**src/rtl/traffic_pkg.sv**
```systemverilog
// traffic_pkg: phase encodings and lamp patterns shared by the intersection controller
package traffic_pkg;
  typedef enum logic [2:0] {
    MAIN_GREEN  = 3'd0,
    MAIN_YELLOW = 3'd1,
    ALL_RED_A   = 3'd2,
    PED_WALK    = 3'd3,
    SIDE_GREEN  = 3'd4,
    SIDE_YELLOW = 3'd5,
    ALL_RED_B   = 3'd6,
    NIGHT_FLASH = 3'd7
  } phase_t;
  localparam logic [2:0] RYG_RED = 3'b100;
  localparam logic [2:0] RYG_YEL = 3'b010;
  localparam logic [2:0] RYG_GRN = 3'b001;
  localparam logic [2:0] RYG_OFF = 3'b000;
endpackage

```
**src/rtl/traffic_ctrl_2way_phase_timer.sv**
```systemverilog
// phase_timer: loadable down-counter that parks at zero and flags it
module phase_timer #(
  parameter int TMR_W = 8,
  parameter logic [TMR_W-1:0] RST_VAL = '0
) (
  input  logic             clk,
  input  logic             rst_n,
  input  logic             load,
  input  logic [TMR_W-1:0] load_val,
  output logic             zero
);
  logic [TMR_W-1:0] cnt;
  // reload on phase entry, otherwise count down and stay at zero
  always_ff @(posedge clk or negedge rst_n)
    if (!rst_n) cnt <= RST_VAL;
    else cnt <= load ? load_val : zero ? cnt : cnt - 1'b1;
  assign zero = cnt == '0;
endmodule

```
**src/rtl/traffic_ctrl_2way.sv**
```systemverilog
// traffic_ctrl_2way: two-road intersection controller with side-car and pedestrian requests; NIGHT_FLASH_EN adds night flashing
module traffic_ctrl_2way
  import traffic_pkg::*;
#(
  parameter int T_GREEN_MAIN = 16,
  parameter int T_GREEN_SIDE = 8,
  parameter int T_YELLOW     = 4,
  parameter int T_ALL_RED    = 2,
  parameter int T_WALK       = 6,
  parameter int T_FLASH      = 4,
  parameter int TMR_W        = 8
) (
  input  logic       clk,
  input  logic       rst_n,
  input  logic       side_car,
  input  logic       ped_req,
  input  logic       night_mode,
  output logic [2:0] main_light,
  output logic [2:0] side_light,
  output logic       walk,
  output logic [2:0] phase
);
  phase_t state, nxt;
  logic side_pend, ped_pend, tmr_zero, tmr_load, night_go, lit_nxt;
  logic [2:0] main_nxt, side_nxt;
  logic [TMR_W-1:0] load_val;

  function automatic logic [TMR_W-1:0] dur(input phase_t p);
    case (p)
      MAIN_GREEN:              return TMR_W'(T_GREEN_MAIN - 1);
      MAIN_YELLOW, SIDE_YELLOW: return TMR_W'(T_YELLOW - 1);
      PED_WALK:                return TMR_W'(T_WALK - 1);
      SIDE_GREEN:              return TMR_W'(T_GREEN_SIDE - 1);
      NIGHT_FLASH:             return TMR_W'(T_FLASH - 1);
      default:                 return TMR_W'(T_ALL_RED - 1);
    endcase
  endfunction

`ifdef NIGHT_FLASH_EN
  logic lit;
  assign night_go = night_mode;
  assign lit_nxt = (state != NIGHT_FLASH) | (tmr_zero ? ~lit : lit);
  // flash half-period phase: starts lit on entry, flips each time the timer expires
  always_ff @(posedge clk or negedge rst_n)
    if (!rst_n) lit <= 1'b1;
    else lit <= lit_nxt;
`else
  logic unused_night;
  assign night_go = 1'b0;
  assign lit_nxt = 1'b1;
  assign unused_night = night_mode;
`endif

  // next phase from timer expiry and latched requests, then lamps for that phase
  always_comb begin
    nxt = state;
    main_nxt = RYG_RED;
    side_nxt = RYG_RED;
    case (state)
      MAIN_GREEN:  if (tmr_zero) nxt = night_go ? NIGHT_FLASH : (side_pend | ped_pend) ? MAIN_YELLOW : MAIN_GREEN;
      MAIN_YELLOW: if (tmr_zero) nxt = ALL_RED_A;
      ALL_RED_A:   if (tmr_zero) nxt = ped_pend ? PED_WALK : SIDE_GREEN;
      PED_WALK:    if (tmr_zero) nxt = side_pend ? SIDE_GREEN : ALL_RED_B;
      SIDE_GREEN:  if (tmr_zero) nxt = SIDE_YELLOW;
      SIDE_YELLOW: if (tmr_zero) nxt = ALL_RED_B;
      ALL_RED_B:   if (tmr_zero) nxt = MAIN_GREEN;
`ifdef NIGHT_FLASH_EN
      NIGHT_FLASH: nxt = night_go ? NIGHT_FLASH : ALL_RED_B;
`endif
      default:     nxt = ALL_RED_B;
    endcase
    case (nxt)
      MAIN_GREEN:  main_nxt = RYG_GRN;
      MAIN_YELLOW: main_nxt = RYG_YEL;
      SIDE_GREEN:  side_nxt = RYG_GRN;
      SIDE_YELLOW: side_nxt = RYG_YEL;
      NIGHT_FLASH: begin
        main_nxt = lit_nxt ? RYG_YEL : RYG_OFF;
        side_nxt = lit_nxt ? RYG_RED : RYG_OFF;
      end
      default: ;
    endcase
  end

  assign tmr_load = (nxt != state) | (state == NIGHT_FLASH & tmr_zero);
  assign load_val = dur(nxt);

  phase_timer #(
    .TMR_W(TMR_W),
    .RST_VAL(TMR_W'(T_GREEN_MAIN - 1))
  ) u_tmr (
    .clk(clk),
    .rst_n(rst_n),
    .load(tmr_load),
    .load_val(load_val),
    .zero(tmr_zero)
  );

  // phase, request latches and lamps advance together; serving a request clears it
  always_ff @(posedge clk or negedge rst_n)
    if (!rst_n) begin
      state <= MAIN_GREEN;
      side_pend <= 1'b0;
      ped_pend <= 1'b0;
      main_light <= RYG_GRN;
      side_light <= RYG_RED;
      walk <= 1'b0;
    end else begin
      state <= nxt;
      side_pend <= (nxt == SIDE_GREEN && state != SIDE_GREEN) ? 1'b0 :
                   (side_car && state != SIDE_GREEN && state != SIDE_YELLOW) ? 1'b1 : side_pend;
      ped_pend <= (nxt == PED_WALK && state != PED_WALK) ? 1'b0 :
                  (ped_req && state != PED_WALK) ? 1'b1 : ped_pend;
      main_light <= main_nxt;
      side_light <= side_nxt;
      walk <= nxt == PED_WALK;
    end

  assign phase = state;
endmodule

```
**config.mk**
```make
export PLATFORM = sky130hd
export DESIGN_NAME = traffic_ctrl_2way
export DESIGN_NICKNAME = d
export VERILOG_FILES = /design/src/rtl/traffic_pkg.sv /design/src/rtl/traffic_ctrl_2way_phase_timer.sv /design/src/rtl/traffic_ctrl_2way.sv
export SDC_FILE = /design/constraint.sdc
export NUM_CORES = 1
export LEC_CHECK = 0
export ABC_AREA = 1
export CORE_MARGIN = 8
export CORE_UTILIZATION = 54
export DETAILED_ROUTE_END_ITERATION = 8
export MAX_ROUTING_LAYER = met4
export PLACE_DENSITY = 0.79
export SYNTH_ARGS = -nofsm -noshare
export SYNTH_HDL_FRONTEND = slang
export SYNTH_SLANG_ARGS = --single-unit
```
**constraint.sdc**
```tcl
create_clock -name clk -period 2.2 [get_ports clk]
set_clock_uncertainty 0.1 [all_clocks]
set_input_delay 0.44 -clock clk [delete_from_list [all_inputs] [get_ports clk]]
set_output_delay 0.44 -clock clk [all_outputs]
set_load 0.005 [all_outputs]
```
; After elaboration in Yosys (flattened, before gate mapping)
; Cells that the tools add are included.
[op_classes]
n_reduce_logical = 12
muxes = 20
bitwise_logic = 3
eq_ne = 17
addsub = 1
[op_table]
columns = cell, count
row1 = 3-bit two-way mux, 8
row2 = 3-bit == test (second input constant), 7
row3 = 3-bit case mux with 7 select lines, 1
row4 = 8-bit two-way mux, 2
row5 = 4-bit case mux with 4 select lines, 1
row6 = 3-bit case mux with 2 select lines, 2
row7 = 3-bit by 2-bit == test with 1-bit output (second input constant), 3
row8 = 8-bit zero test, 1
row9 = 8-bit by 1-bit subtractor with 8-bit output (second input constant), 1
row10 = 3-bit by 1-bit == test with 1-bit output (second input constant), 2
row11 = 3-bit zero test, 2
row12 = 3-bit inequality test (second input constant), 2
row13 = 1-bit logical AND, 5
row14 = 1-bit two-way mux, 5
row15 = 2-bit nonzero test, 2
row16 = 3-bit by 2-bit inequality test with 1-bit output (second input constant), 1
row17 = 3-bit inequality test, 1
row18 = 3-bit OR reduction, 1
row19 = 2-bit two-way mux, 1
row20 = 2-bit inequality test (second input constant), 1
row21 = 1-bit bitwise OR, 2
row22 = 2-bit OR reduction, 1
row23 = 1-bit AND, 1
[word_totals]
register_bits = 20
word_cells = 60
in_bits = 5
out_inout_bits = 10

; Logic depth before layout (Yosys ltp)
[logic_depth]
word_depth = 8
depth_mapped = 15
ltp_nobuf = 15

; Hierarchy
; From an unflattened synthesis, not the netlist that was laid out.
[hier_totals]
hier_cells = 147
hier_area_um2 = 1164.9
[by_module_without_submodules]
columns = mod, cells_each, area_per_inst_um2, n_inst, seq_area_each_um2
row1 = traffic_ctrl_2way, 79, 656.9, 1, 302.8
row2 = phase_timer, 68, 508.0, 1, 205.2

; Worst setup path before layout
; OpenSTA, ideal clock, no wires.
[synth_timing]
path_type = reg-to-reg
start = register u_tmr.cnt[0]
end = register u_tmr.cnt[2]
setup_ns = 0.077
t_required_ns = 2.023
path_stages_with_launch = 15
synth_period_minus_slack_ns = 1.865
path_buffers = 0
arrival_ns = 1.688
path_slack_ns = 0.335
cell_sequence = dfstp_2 inv_1 ha_1 nand2_2 nor2_8 nand2_2 nand2_1 nand2_1 clkinv_2 nand2_4 nand2_2 nand2_4 nand2_4 a21oi_1 nor2_2
[synth_via]
elab_chain_len = 7
elab_cells_between_ends = 24
cone_classes = add/sub: 1 / eq/ne: 7 / mux: 11 / bitwise: 2 / reduce/logical: 3
[synth_lines]
columns = item, line
row1 = from (decl), traffic_ctrl_2way_phase_timer.sv:12  ; logic [TMR_W-1:0] cnt;
row2 = from (signal assigned), traffic_ctrl_2way_phase_timer.sv:16  ; else cnt <= load ? load_val : zero ? cnt : cnt - 1'b1;
row3 = 8-bit zero test *, traffic_ctrl_2way_phase_timer.sv:17  ; assign zero = cnt == '0;
row4 = "3-bit two-way mux, or another cell as far along", traffic_ctrl_2way.sv:66  ; ALL_RED_B: if (tmr_zero) nxt = MAIN_GREEN;
row5 = 3-bit case mux with 7 select lines *, traffic_ctrl_2way.sv:59  ; case (state)
row6 = via nxt[1], traffic_ctrl_2way.sv:23  ; phase_t state, nxt;
row7 = 3-bit == test or 3-bit by 1-bit == test with 1-bit output (tied branches), traffic_ctrl_2way.sv:29  ; case (p)
row8 = 3-bit OR reduction (no line), n/a
row9 = 4-bit case mux with 4 select lines, traffic_ctrl_2way.sv:29
row10 = 8-bit two-way mux, traffic_ctrl_2way_phase_timer.sv:16
; The timed path passes the listed nets; every way through them passes the cells marked *. The select of a mux whose other input is x is not followed.
; A chain may end at the register's enable or synchronous reset.

; Worst setup path after layout
[layout_timing]
start = register u_tmr.cnt[0]
end = register side_pend
[layout_via]
elab_chain_len = 6
elab_cells_between_ends = 13
cone_classes = eq/ne: 1 / mux: 9 / reduce/logical: 3
[layout_lines]
columns = item, line
row1 = 8-bit zero test *, traffic_ctrl_2way_phase_timer.sv:17
row2 = "3-bit two-way mux, or another cell as far along", traffic_ctrl_2way.sv:66
row3 = 3-bit case mux with 7 select lines *, traffic_ctrl_2way.sv:59
row4 = via nxt[0], traffic_ctrl_2way.sv:23
row5 = 3-bit == test *, traffic_ctrl_2way.sv:110  ; side_pend <= (nxt == SIDE_GREEN && state != SIDE_GREEN) ? 1'b0 :
row6 = 1-bit logical AND *, traffic_ctrl_2way.sv:110
row7 = 1-bit two-way mux or 2-bit nonzero test (tied branches), n/a
row8 = to (signal assigned), traffic_ctrl_2way.sv:110
row9 = to (decl), traffic_ctrl_2way.sv:24  ; logic side_pend, ped_pend, tmr_zero, tmr_load, night_go, lit_nxt;
; The timed path passes the listed nets; every way through them passes the cells marked *.

==> impl_results.md <==
* Most frequently used cell type in the post-synthesis netlist: sky130_fd_sc_hd__nand2_1
* Source-to-sink clock delay at the later pin of the worst-skew pair at 0.30 ns
* Number of diodes added for antenna fixing at 0
* Launch point of the worst path: u_tmr.cnt[0]
* Area of the placeable core at roughly 2100 sq um
* Status: finished clean
* Net count, final at about 170
* Share of final-layout standard cells stronger than drive strength 1 at 34.81%
* Max-slew violation count at 0
* Vias post-DR at 954
* Critical path class: flop to flop
* Combinational family with the most area after synthesis: simple AND/OR/NAND/NOR gates
* Clock transition at the registers of the reported paths at 0.11 ns
* Synth async-reset ratio at 100.0%
* Clock tree from TritonCTS: done
* Worst Path Arrival at approximately 2.1 ns
* Routed wire length per instance at 13.23 um
* Placed cell count at 181
* Worst r2r src: u_tmr.cnt[0]
* Number of buffers inserted for hold repair after clock tree synthesis at 0
* Final count of negative-setup-slack endpoints at 0
* Total negative slack for setup checks at 0 ns
* Setup repair after global routing missed its margin: false
* RePlAce Congestion at 0.8080
* CP Capture Type: flop
* Tightest hold margin at 0.3632 ns
* Number of enable-type register cells in the synthesized netlist at 0
* Peak fanout along the critical path at 6
* Synth top cells by count: sky130_fd_sc_hd__nand2_1 (32), sky130_fd_sc_hd__dfrtp_1 (14), sky130_fd_sc_hd__inv_1 (10)
* Overall die area at 3968 sq um
* Count of distinct cell types in the synthesized netlist at 29
* Global-route wire length before repair at 4236 um
* Synth-to-Final Area Change at 18.78%
* Setup slack of the critical path after layout at approximately 0.19 ns
* Initial core utilization at between 50 and 60%
* Die boundary height at 62.99 um
* Combined area of the multi-input logic cells at between 600 and 700 sq um
* I/O pin cnt at 15
* All-Layer GR Usage at 13.34%
* Final wirelength at 2460 um
* Most used flip-flop cell after synthesis: sky130_fd_sc_hd__dfrtp_1
* Main area contributors after synthesis: sky130_fd_sc_hd__dfrtp_1 (29%), sky130_fd_sc_hd__dfstp_2 (13%), sky130_fd_sc_hd__nand2_1 (10%)
* Initial antenna violation count at 0
* Adder-cell share of the synthesized area at 2.099%
* Worst Setup Start Kind: flop
* Die W at about 63 um
* Area occupied by registers at about 510 sq um
* Minimum clock period at 2.013 ns
* Share of Yosys cell area claimed by the top area cell type at 29.38%
* Synth Warn # at 0
* Achievable frequency at 496.7 MHz
* Number of port buffers at 13
* Pwr dens at 1519 nW/um^2
* Fraction of the core area covered by cells at the end of the flow at 65.93%
* Average vias per placed instance at slightly above 5
* Flip-flop and latch count after synthesis at 20
* Max-Slew Margin vs Limit at 78.83%
* Clock sinks at 20
* Filler cell count at about 180
* Hold Path Class: input pin to async pin
* Average cell area after synthesis at 8.517 sq um
* Sequential fraction of the synthesis area at a little over two fifths
* H-Tree Depth at 1
* Syn Nets at 147
* Mapped cell area at 1192 sq um
* Final HPWL from detailed placement at 1933 um
* Number of global-route vias before repair at between 900 and 1,000
* Portion of netlist area occupied by mux cells at 0%
* Post-route non-filler standard cell count at 186
* Fraction of the cycle the final worst path needs at 91.51%
* Static power due to leakage at 0.6904 nW
* Maximum number of pins on one net before global-route repair at 21
* Data required time at the worst endpoint at around 2.3 ns
* Area fraction in compound gates after synthesis at 4.722%
* First drt pass iteration count at 4
* CTS root buffer: sky130_fd_sc_hd__clkbuf_4
* Global-route congestion overflow total at 0
* Worst-margin pin slew at 0.3175 ns
* Pre-CTS setup slack at 0.1166 ns
* Simple logic cell fraction of the synthesized area at 39.66%
* Xor/xnor cell area share of the yosys netlist at 3.673%
* IR Drop Worst-Case VDD at 0.0009076 V
* Number of cells produced by synthesis at 140
* First DRT Iteration DRCs at 40
* Post-synthesis cell type with the largest combined area: sky130_fd_sc_hd__dfrtp_1
* Inserted Clock Buffers at 3
* Final routed DRC violation total at 0
* Maximum clock path buffer count at 2
* Residual antenna-violating net count after detailed routing at 0
* Count of final hold-check violations at 0
* # rows at 17
* Reported max-cap violation count at 0
[through the flow]
step           instance area (sq um)  total power, mW
6_report                        1416            2.151
3_3_place_gp                    1360            1.873
3_5_place_dp                    1360            1.930
4_1_cts                         1396            2.153
2_1_floorplan                   1192            1.589
5_1_grt                         1416            2.331
[where the power goes]
group          internal (mW)  total, mW  leakage (nW)  switching (mW)
Clock                  0.101      0.214        0.0210           0.113
Sequential             0.545      0.671         0.237           0.126
Combinational          0.496       1.27         0.432           0.770
[cells by family (layout without fill, tap and decap cells)]
group / after synthesis / in the layout
buffers and inverters: 22 / 40
and+or+nand+nor: 82 / 82
AOI/OAI and AO/OA: 9 / 9
xor gates and xnor gates: 5 / 5
DFF: 20 / 20
adders and majority gates: 2 / 2
[state kept, by name, indices dropped and copies added (netlist names)]
| signal | count |
|---|---|
| u_tmr.cnt | 8 |
| main_light | 3 |
| phase | 3 |
| side_light | 3 |
| ped_pend | 1 |
| side_pend | 1 |
| walk | 1 |
[worst paths after layout]
check,to,slack (ns),cells past startpoint
max,side_pend,0.19,14
min,ped_pend,0.36,2
max reg2reg,side_pend,0.19,14
min reg2reg,u_tmr.cnt[0],0.42,2
max in group asynchronous,side_light[2],1.37,2
min in group clk,u_tmr.cnt[0],0.42,2
[cells in the final DEF, fill, tap and decap left out, drive strengths merged]
cell	Yosys	routed
nand2	45	45
inv	19	19
nor2	15	15
dfrtp	14	14
clkdlybuf4s50	0	13
nand3	11	11
dfstp	6	6
xor2	5	5
nor3	5	5
nand4	4	4
clkbuf	0	4
o21ai	4	4
a21oi	3	3
clkinv	2	2
buf	1	2
ha	2	2
or2	1	1
nand3b	1	1
a21boi	1	1
a31oi	1	1
[worst max-delay path, cell delays in order, from the launching register on]
cell and delay, ns:
sky130_fd_sc_hd__dfstp_2 0.54, sky130_fd_sc_hd__inv_1 0.08, sky130_fd_sc_hd__ha_2 0.21, sky130_fd_sc_hd__nand2_2 0.09
sky130_fd_sc_hd__nor2_4 0.05, sky130_fd_sc_hd__nand2_4 0.10, sky130_fd_sc_hd__nand2_2 0.09, sky130_fd_sc_hd__nand3_2 0.10
sky130_fd_sc_hd__nand3_4 0.11, sky130_fd_sc_hd__inv_2 0.09, sky130_fd_sc_hd__nand2_2 0.07, sky130_fd_sc_hd__nor2_2 0.12
sky130_fd_sc_hd__nand2_1 0.08, sky130_fd_sc_hd__o21ai_2 0.06, sky130_fd_sc_hd__inv_2 0.03
[area by class of cell]
class | instances | share of cell area [%]
inverters | 21 | 5.742
multi-input cells | 98 | 43.11
well taps | 28 | 2.473
repair buffers | 15 | 10.25
flip-flops and latches | 20 | 35.87
clock buffers | 4 | 2.562
[what timing repair did]
action / in CTS / in global routing
setup endpoints to repair: 0 / 4
gates resized for setup: 0 / 4
setup buffers: 0 / 1
[routing by layer]
| metal | track usage (%) | wire length, um | vias to the layer above |
|---|---|---|---|
| li1 | - | - | 478 |
| met1 | 14.98 | 1082 | 455 |
| met2 | 22.15 | 1233 | 16 |
| met3 | 2.688 | 101 | 5 |
| met4 | 6.268 | 43 | 0 |
| met5 | - | 0 | - |
No activity file was read; power rests on OpenSTA's default activity.
